### src/rtl/noc_router_output_port.sv
// Output port: round-robin arbitration of NUM_IN requesters into a DEPTH-entry FWFT FIFO feeding one link.
// Latency: a packet granted at edge N is on out_packet after edge N (no empty bypass).
// Backpressure: out_ready low holds the head; a full FIFO withholds every grant, even while popping.
module noc_router_output_port #(
    parameter int PKT_W  = 13,
    parameter int NUM_IN = 4,
    parameter int DEPTH  = 4
) (
    input  logic                      clk,
    input  logic                      reset,
    input  logic [NUM_IN-1:0]         req_valid,
    input  logic [NUM_IN*PKT_W-1:0]   req_packet,
    output logic [NUM_IN-1:0]         req_ready,
    output logic                      out_valid,
    output logic [PKT_W-1:0]          out_packet,
    input  logic                      out_ready,
    output logic [$clog2(DEPTH):0]    fifo_count
);

    localparam int PTR_W = $clog2(DEPTH);
    localparam int CNT_W = $clog2(DEPTH) + 1;
    localparam int IDX_W = $clog2(NUM_IN);
    localparam logic [CNT_W-1:0] FULL_CNT = CNT_W'(DEPTH);

    logic [PKT_W-1:0] mem [DEPTH];
    logic [PTR_W-1:0] wr_ptr;
    logic [PTR_W-1:0] rd_ptr;
    logic [CNT_W-1:0] count;
    logic [IDX_W-1:0] rr_ptr;

    logic             found;
    logic [IDX_W-1:0] winner;
    logic [IDX_W-1:0] next_rr;
    logic             grant;
    logic             pop;
    int               idx;

    // Rotating priority search starting at rr_ptr; first requester found wins.
    always_comb begin
        found  = 1'b0;
        winner = '0;
        idx    = 0;
        for (int k = 0; k < NUM_IN; k++) begin
            idx = int'(rr_ptr) + k;
            if (idx >= NUM_IN) idx = idx - NUM_IN;
            if (!found && req_valid[idx]) begin
                found  = 1'b1;
                winner = IDX_W'(idx);
            end
        end
    end

    assign grant     = reset && found && (count != FULL_CNT);
    assign req_ready = grant ? (NUM_IN'(1) << winner) : '0;
    assign next_rr   = (winner == IDX_W'(NUM_IN - 1)) ? '0 : winner + 1'b1;

    assign out_valid  = (count != '0);
    assign out_packet = out_valid ? mem[rd_ptr] : '0;
    assign pop        = out_valid && out_ready;
    assign fifo_count = count;

    always_ff @(posedge clk) begin
        if (!reset) begin
            wr_ptr <= '0;
            rd_ptr <= '0;
            count  <= '0;
            rr_ptr <= '0;
        end else begin
            if (grant) begin
                wr_ptr <= wr_ptr + PTR_W'(1);
                rr_ptr <= next_rr;
            end
            if (pop) rd_ptr <= rd_ptr + PTR_W'(1);
            case ({grant, pop})
                2'b10:   count <= count + CNT_W'(1);
                2'b01:   count <= count - CNT_W'(1);
                default: count <= count;
            endcase
        end
    end

    // Storage needs no reset: out_packet is masked to zero while empty.
    always_ff @(posedge clk) begin
        if (grant) mem[wr_ptr] <= req_packet[winner*PKT_W +: PKT_W];
    end

endmodule

### config.mk
export PLATFORM = sky130hd
export DESIGN_NAME = noc_router_output_port
export DESIGN_NICKNAME = d
export VERILOG_FILES = /design/src/rtl/noc_router_output_port.sv
export SDC_FILE = /design/constraint.sdc
export NUM_CORES = 1
export LEC_CHECK = 0
export BUFFER_PORTS_ARGS = -buffer_cell sky130_fd_sc_hd__buf_2
export CAP_MARGIN = 20
export CORE_ASPECT_RATIO = 1.75
export CORE_MARGIN = 3
export CORE_UTILIZATION = 35
export CTS_BUF_LIST = sky130_fd_sc_hd__clkbuf_8
export CTS_CLUSTER_DIAMETER = 80
export DETAILED_ROUTE_END_ITERATION = 16
export GPL_TIMING_DRIVEN = 0
export PLACE_DENSITY = 0.55
export SLEW_MARGIN = 20
export SYNTH_ARGS = -nofsm -noshare
export SYNTH_HDL_FRONTEND = slang
export SYNTH_SLANG_ARGS = --single-unit
export TNS_END_PERCENT = 10
### constraint.sdc
create_clock -name clk -period 5.16 [get_ports clk]
set_input_delay 0.258 -clock clk [delete_from_list [all_inputs] [get_ports clk]]
set_output_delay 0.258 -clock clk [all_outputs]
set_load 0.005 [all_outputs]
# After elaboration in Yosys (flattened, before gate mapping)
# Memory sizes are Yosys's and may differ from the RTL's. A register that Yosys moved wholly into a read port is not among the register bits.
# Index checks and enable logic that the tools add are counted.
# totals
ff_bits,9
latch_bits,0
mem_bits_rw,52
romBits,0
input_bits,59
out_inout_bits,21
elab_cells,75
mem_count,1
# classes
addsub,12
multipliers,1
div_mod_pow,0
n_lt_le_gt_ge,8
eq_ne,4
n_shift,2
n_mux,32
n_bitwise,0
n_reduce_logical,11
# mem_list
name,words,width,read_ports,rd_clocked_by_memory_dff,wr,line_no,text
mem,4,13,1,1,1,25,logic [PKT_W-1:0] mem [DEPTH];
# op_table
op,n
"less-than comparator 32 x 4 -> 1 bit, second input constant",4
2-to-1 mux 32 bit,4
indexed part select 52 x 7 -> 13 bit,1
2-to-1 mux 1 bit,14
2-to-1 mux 2 bit,7
2-to-1 mux 13 bit,1
"subtractor 3 x 3 -> 4 bit, second input constant",3
"greater-or-equal comparator 3 bit, second input constant",3
binary-select mux 1 bit (select 2 bit),4
"adder 2 x 1 -> 2 bit, second input constant",3
"adder 2 x 2 -> 3 bit, second input constant",2
logical AND 1 bit,6
"multiplier 2 x 4 -> 6 bit, second input constant",1
one-hot mux 3 bit (2 select lines),1
"equality test 2 bit, second input constant",2
2-to-1 mux 4 bit,1
"<< shifter 1 x 2 -> 4 bit, first input constant",1
"subtractor 2 x 3 -> 4 bit, second input constant",1
"adder 2 x 1 -> 3 bit, second input constant",1
"adder 3 x 1 -> 3 bit, second input constant",1
"greater-or-equal comparator 2 x 3 -> 1 bit, second input constant",1
zero test 1 bit,3
"inequality test 3 bit, second input constant",1
nonzero test 3 bit,1
other kinds (3),3

# Depth between registers and ports, before layout
# depth
word_depth,19
mapped_depth,9
depth_no_buf,9

# Least setup slack after synthesis
# Ideal clock, no wire load.
# synth_path
path_kind,input to register
from,input req_valid[0]
to,"register count[2], in the netlist fifo_count[2]"
setup_time_ps,76
t_arrival_ps,1982
required_time_ps,5084
slack_ps,3102
stages,9
n_path_buf,0
path_cell_list,o41ai_1 > a31oi_1 > inv_1 > ha_1 > inv_1 > fa_1 > xor2_1 > or3_1 > a21boi_0
# synth_between
elab_chain_cells,17
word_cells_on_any_way,28
cone_classes,eq/ne (2); mux (17); reduce/logical (9)
# synth_rtl
element,line_no,text
from (decl),11,"input logic [NUM_IN-1:0] req_valid,"
binary-select mux 1 bit (select 2 bit),46,if (!found && req_valid[idx]) begin
2-to-1 mux 1 bit (implied by the code) (2 in series),46,
2-to-1 mux 1 bit,46,
zero test 1 bit,46,
logical AND 1 bit,46,
2-to-1 mux 1 bit,46,
zero test 1 bit,46,
logical AND 1 bit,46,
2-to-1 mux 1 bit,46,
zero test 1 bit,46,
logical AND 1 bit,46,
2-to-1 mux 1 bit (*),46,
logical AND 1 bit (*) (2 in series),53,assign grant = reset && found && (count != FULL_CNT);
equality test 2 x 1 -> 1 bit / equality test 2 bit (equally long branches),74,"case ({grant, pop})"
one-hot mux 3 bit (2 select lines) / nonzero test 2 bit (equally long branches),-,
to (signal assigned),75,2'b10: count <= count + CNT_W'(1);
to (signal assigned),76,2'b01: count <= count - CNT_W'(1);
to (signal assigned),77,default: count <= count;
to (decl),28,logic [CNT_W-1:0] count;
# Every way passes the cells marked *; elsewhere a longest branch is shown, timed or not. The select of a mux whose other input is x is not followed.
# A chain may end at the register's enable or synchronous reset.

# Worst setup path in the final report
# layout_path
from,register rr_ptr[1]
to,output req_ready[2]
# layout_between
elab_chain_cells,18
word_cells_on_any_way,45
cone_classes,add/sub (7); order compare (4); shift (1); mux (25); reduce/logical (8)
# layout_rtl
element,line_no,text
from (decl),29,logic [IDX_W-1:0] rr_ptr;
from (signal assigned),71,rr_ptr <= next_rr;
"parallel branches: the longest is 17 deep, another holds subtractor 3 x 3 -> 4 bit",-,
2-to-1 mux 4 bit (*),54,assign req_ready = grant ? (NUM_IN'(1) << winner) : '0;
to (decl),13,"output logic [NUM_IN-1:0] req_ready,"
# Every way passes the cells marked *. The select of a mux whose other input is x is not followed.

==> impl_metrics.env <==
export IMPL_outcome="finished, final reports clean"
export IMPL_cts_buffers=9
export IMPL_power_density_mw_per_mm2=491
export IMPL_critPathKind="flop to primary output"
export IMPL_postCtsResizedCells=0
export IMPL_fmax_ghz=0.354
export IMPL_cap_violations=0
export IMPL_finalCritPeriodShare_pct=54.7
export IMPL_diodes=0
export IMPL_worst_setup_path_end_kind="primary output"
export IMPL_hp_class="input port to flop"
export IMPL_multi_input_area_mm2=0.00120
export IMPL_wl_per_cell_um=16.0
export IMPL_final_seq_area_mm2=0.00178
export IMPL_initial_core_util_pct=36.6
export IMPL_fp_dieArea_mm2=0.0100
export IMPL_drive_above_1_share_pct=36.6
export IMPL_num_nets_final=362
export IMPL_synth_edf_count=52
export IMPL_crit_chain="mux2i_1 -> nor2_1 -> a311oi_4 -> buf_8 -> inv_1 -> ha_1 -> and2_1 -> buf_2"
export IMPL_synth_largest_area_cell="edfxtp_1"
export IMPL_gp_congestion=0.691
export IMPL_p_leak_uw=0.00154
export IMPL_ant_nets=0
export IMPL_yosys_warnings=0
export IMPL_period_minus_slack_ns=2.82
export IMPL_syn_num_nets=272
export IMPL_ys_async_sr_fraction_pct=0
export IMPL_die_h_um=130
export IMPL_relSlewSlack_pct=50.3
export IMPL_grt_max_degree=14
export IMPL_synth_top_area_share_pct=50.6
export IMPL_routed_wl_um=6620
export IMPL_antenna_found_initial=0
export IMPL_sw_frac_of_total_pct=32.7
export IMPL_place_hpwl_um=4870
export IMPL_hold_viol=0
export IMPL_h_tree_depth=3
export IMPL_syn_inst=203
export IMPL_ys_flop_type="edfxtp_1"
export IMPL_final_setup_tns_ns=0
export IMPL_clk_pin_slew_ns=0.06
export IMPL_io_pins=80
export IMPL_slew_viol_final=0
export IMPL_core_area_mm2=0.00842
export IMPL_ctsHoldBuffers=0
export IMPL_synthToLayoutAreaGrowth_pct=22.4
export IMPL_critPathMaxFanout=11
export IMPL_grt_usage_pct=14.5
export IMPL_ys_seq_elements=63
export IMPL_critPathSlowestCell="a311oi_4"
export IMPL_fillers=799
export IMPL_postCtsSetupBuffers=0
export IMPL_synth_top_family_by_area="multiplexers"
export IMPL_utilization_pct=44.9
export IMPL_grt_pass1_vias=2030
export IMPL_clock_sinks=63
export IMPL_synth_commonest_cells="edfxtp_1, mux2i_1, and2_1"
export IMPL_worst_pin_slew_ns=0.745
export IMPL_viasPerCell=4.65
export IMPL_p_clk_share_pct=18.0
export IMPL_numPortBuffers=79
export IMPL_rsz0062_at_grt="no"
export IMPL_worstPathArrival_ns=2.56
export IMPL_netlist_area_mm2=0.00309
export IMPL_synthTopCellsByArea="edfxtp_1, mux2i_1, mux4_2, dfxtp_1, and2_1"
export IMPL_grt_pass1_wl_um=10500
export IMPL_root_buffer="clkbuf_8"
export IMPL_synthAdderAreaFrac_pct=4.30
export IMPL_dr_pass1_iters=4
export IMPL_remaining_drc_errors=0
export IMPL_cts_tree="yes"
export IMPL_ys_seq_area_share_pct=57.7
export IMPL_synth_compound_area_share_pct=3.36
export IMPL_switchingPower_uw=606
export IMPL_syn_area_per_cell_um2=15.2
export IMPL_setup_viol=0
export IMPL_ir_drop_v=0.000242
export IMPL_max_clock_path_buffers=2
export IMPL_startpoint_type="flop"
export IMPL_slowest_delay_ns=0.68
export IMPL_combPwrFrac_pct=40.5
export IMPL_rows=44
export IMPL_synth_simple_area_share_pct=7.30
export IMPL_clkLatencyLatePin_ns=0.34
export IMPL_synth_xor_area_share_pct=1.42
export IMPL_p_int_uw=1250
export IMPL_dieWidth_um=77.0
export IMPL_fin_skew_ns=0.00395
export IMPL_synthDistinctLibCells=27
export IMPL_pwr_share_seq_pct=41.6
export IMPL_synth_mux_area_share_pct=22.5
export IMPL_yosysMostFrequentCell="edfxtp_1"
export IMPL_drtIter0Drc=141
export IMPL_overflow=0
export IMPL_vias=1919
export IMPL_critPathRequiredTime_ns=4.90
-- placed cells by master (no fill, tap or decap) --
master,synthesis,layout
buf_2,1,80
o41ai_1,1,1
a21oi_1,3,3
o21ai_0,6,6
nor2b_1,2,2
or3_1,2,2
edfxtp_1,52,52
nand2b_1,1,1
xnor2_1,4,4
ha_1,9,9
a31oi_1,1,1
a311oi_4,1,1
nand2_1,6,6
mux2i_1,40,40
buf_6,3,3
mux4_2,13,13
nor2_1,1,1
clkbuf_1,4,4
and2_1,26,26
buf_8,1,1
inv_1,10,15
fa_1,1,1
clkbuf_8,0,9
nand3_1,1,1
clkinv_2,0,2
dfxtp_1,11,11
xor2_1,1,1
a21boi_0,1,1
o2bb2a_1,1,1
-- worst max-delay path: cells and delay by family, from the launching register on --
family	cells	cell delay, ns
adder cells (fa/ha/maj)	1	0.18
flip-flops	1	0.49
AO/OA/AOI/OAI	1	0.68
buffers and inverters	3	0.44
multiplexers	1	0.22
AND/OR/NAND/NOR	2	0.20
-- sequential cells by signal, summed over array words and instances (netlist names), named ones only --
name        cells
wr_ptr          2
fifo_count      3
mem            52
rd_ptr          2
rr_ptr          2
-- power by group through the flow --
stage	clock network, uW	registers (uW)	logic, uW
floorplan	0	766	522
global placement	0	780	770
detailed placement	0	784	780
CTS	343	774	782
global route	368	783	847
finish	333	772	751
-- final timing paths --
kind         slack (ns)                      to  cells past startpoint                   start
max                2.34            req_ready[2]                      8  rr_ptr[1]$_SDFFE_PN0P_
min                0.42  rr_ptr[0]$_SDFFE_PN0P_                      5                   reset
max reg2reg        2.82     mem[0][7]$_DFFE_PP_                      5  rr_ptr[1]$_SDFFE_PN0P_
min reg2reg        0.50  rr_ptr[0]$_SDFFE_PN0P_                      2  rr_ptr[0]$_SDFFE_PN0P_
-- final cells by class --
cell class / count / area share (%)
plain buffers: 9 / 1.82
clock buffers: 9 / 3.28
clock inverters: 7 / 0.762
inverters: 10 / 0.993
multi-input cells: 121 / 31.7
flip-flops and latches: 63 / 47.2
well taps: 115 / 3.81
repair buffers: 79 / 10.5
-- routing by layer --
metal	vias to the layer above	GRT usage [%]	wire length [um]
met3	5	4.07	281
li1	937	-	-
met2	55	27.0	3730
met4	0	6.18	81
met1	922	15.1	2520
met5	-	0	0
-- metrics by stage --
stage / power (uW) / hold slack (ns) / instances / setup WS, ns / instance area [um2]
after global placement: 1550 / 0.481 / 397 / 2.68 / 3630
final: 1860 / 0.416 / 413 / 2.34 / 3780
after global routing: 2000 / 0.410 / 413 / 2.13 / 3780
after CTS: 1900 / 0.403 / 413 / 2.29 / 3780
after floorplan: 1290 / 0.464 / 203 / 3.10 / 3090
after detailed placement: 1560 / 0.491 / 397 / 2.66 / 3630
-- kinds of logic (layout without fill, tap and decap cells) --
logic type / Yosys count / in the layout
AO/OA/AOI/OAI: 14 / 14
XOR/XNOR: 5 / 5
adder cells (fa/ha/maj): 10 / 10
buffers and inverters: 19 / 114
flip-flops: 63 / 63
multiplexers: 53 / 53
AND/OR/NAND/NOR: 39 / 39
Power figures use the tool's default switching activity.
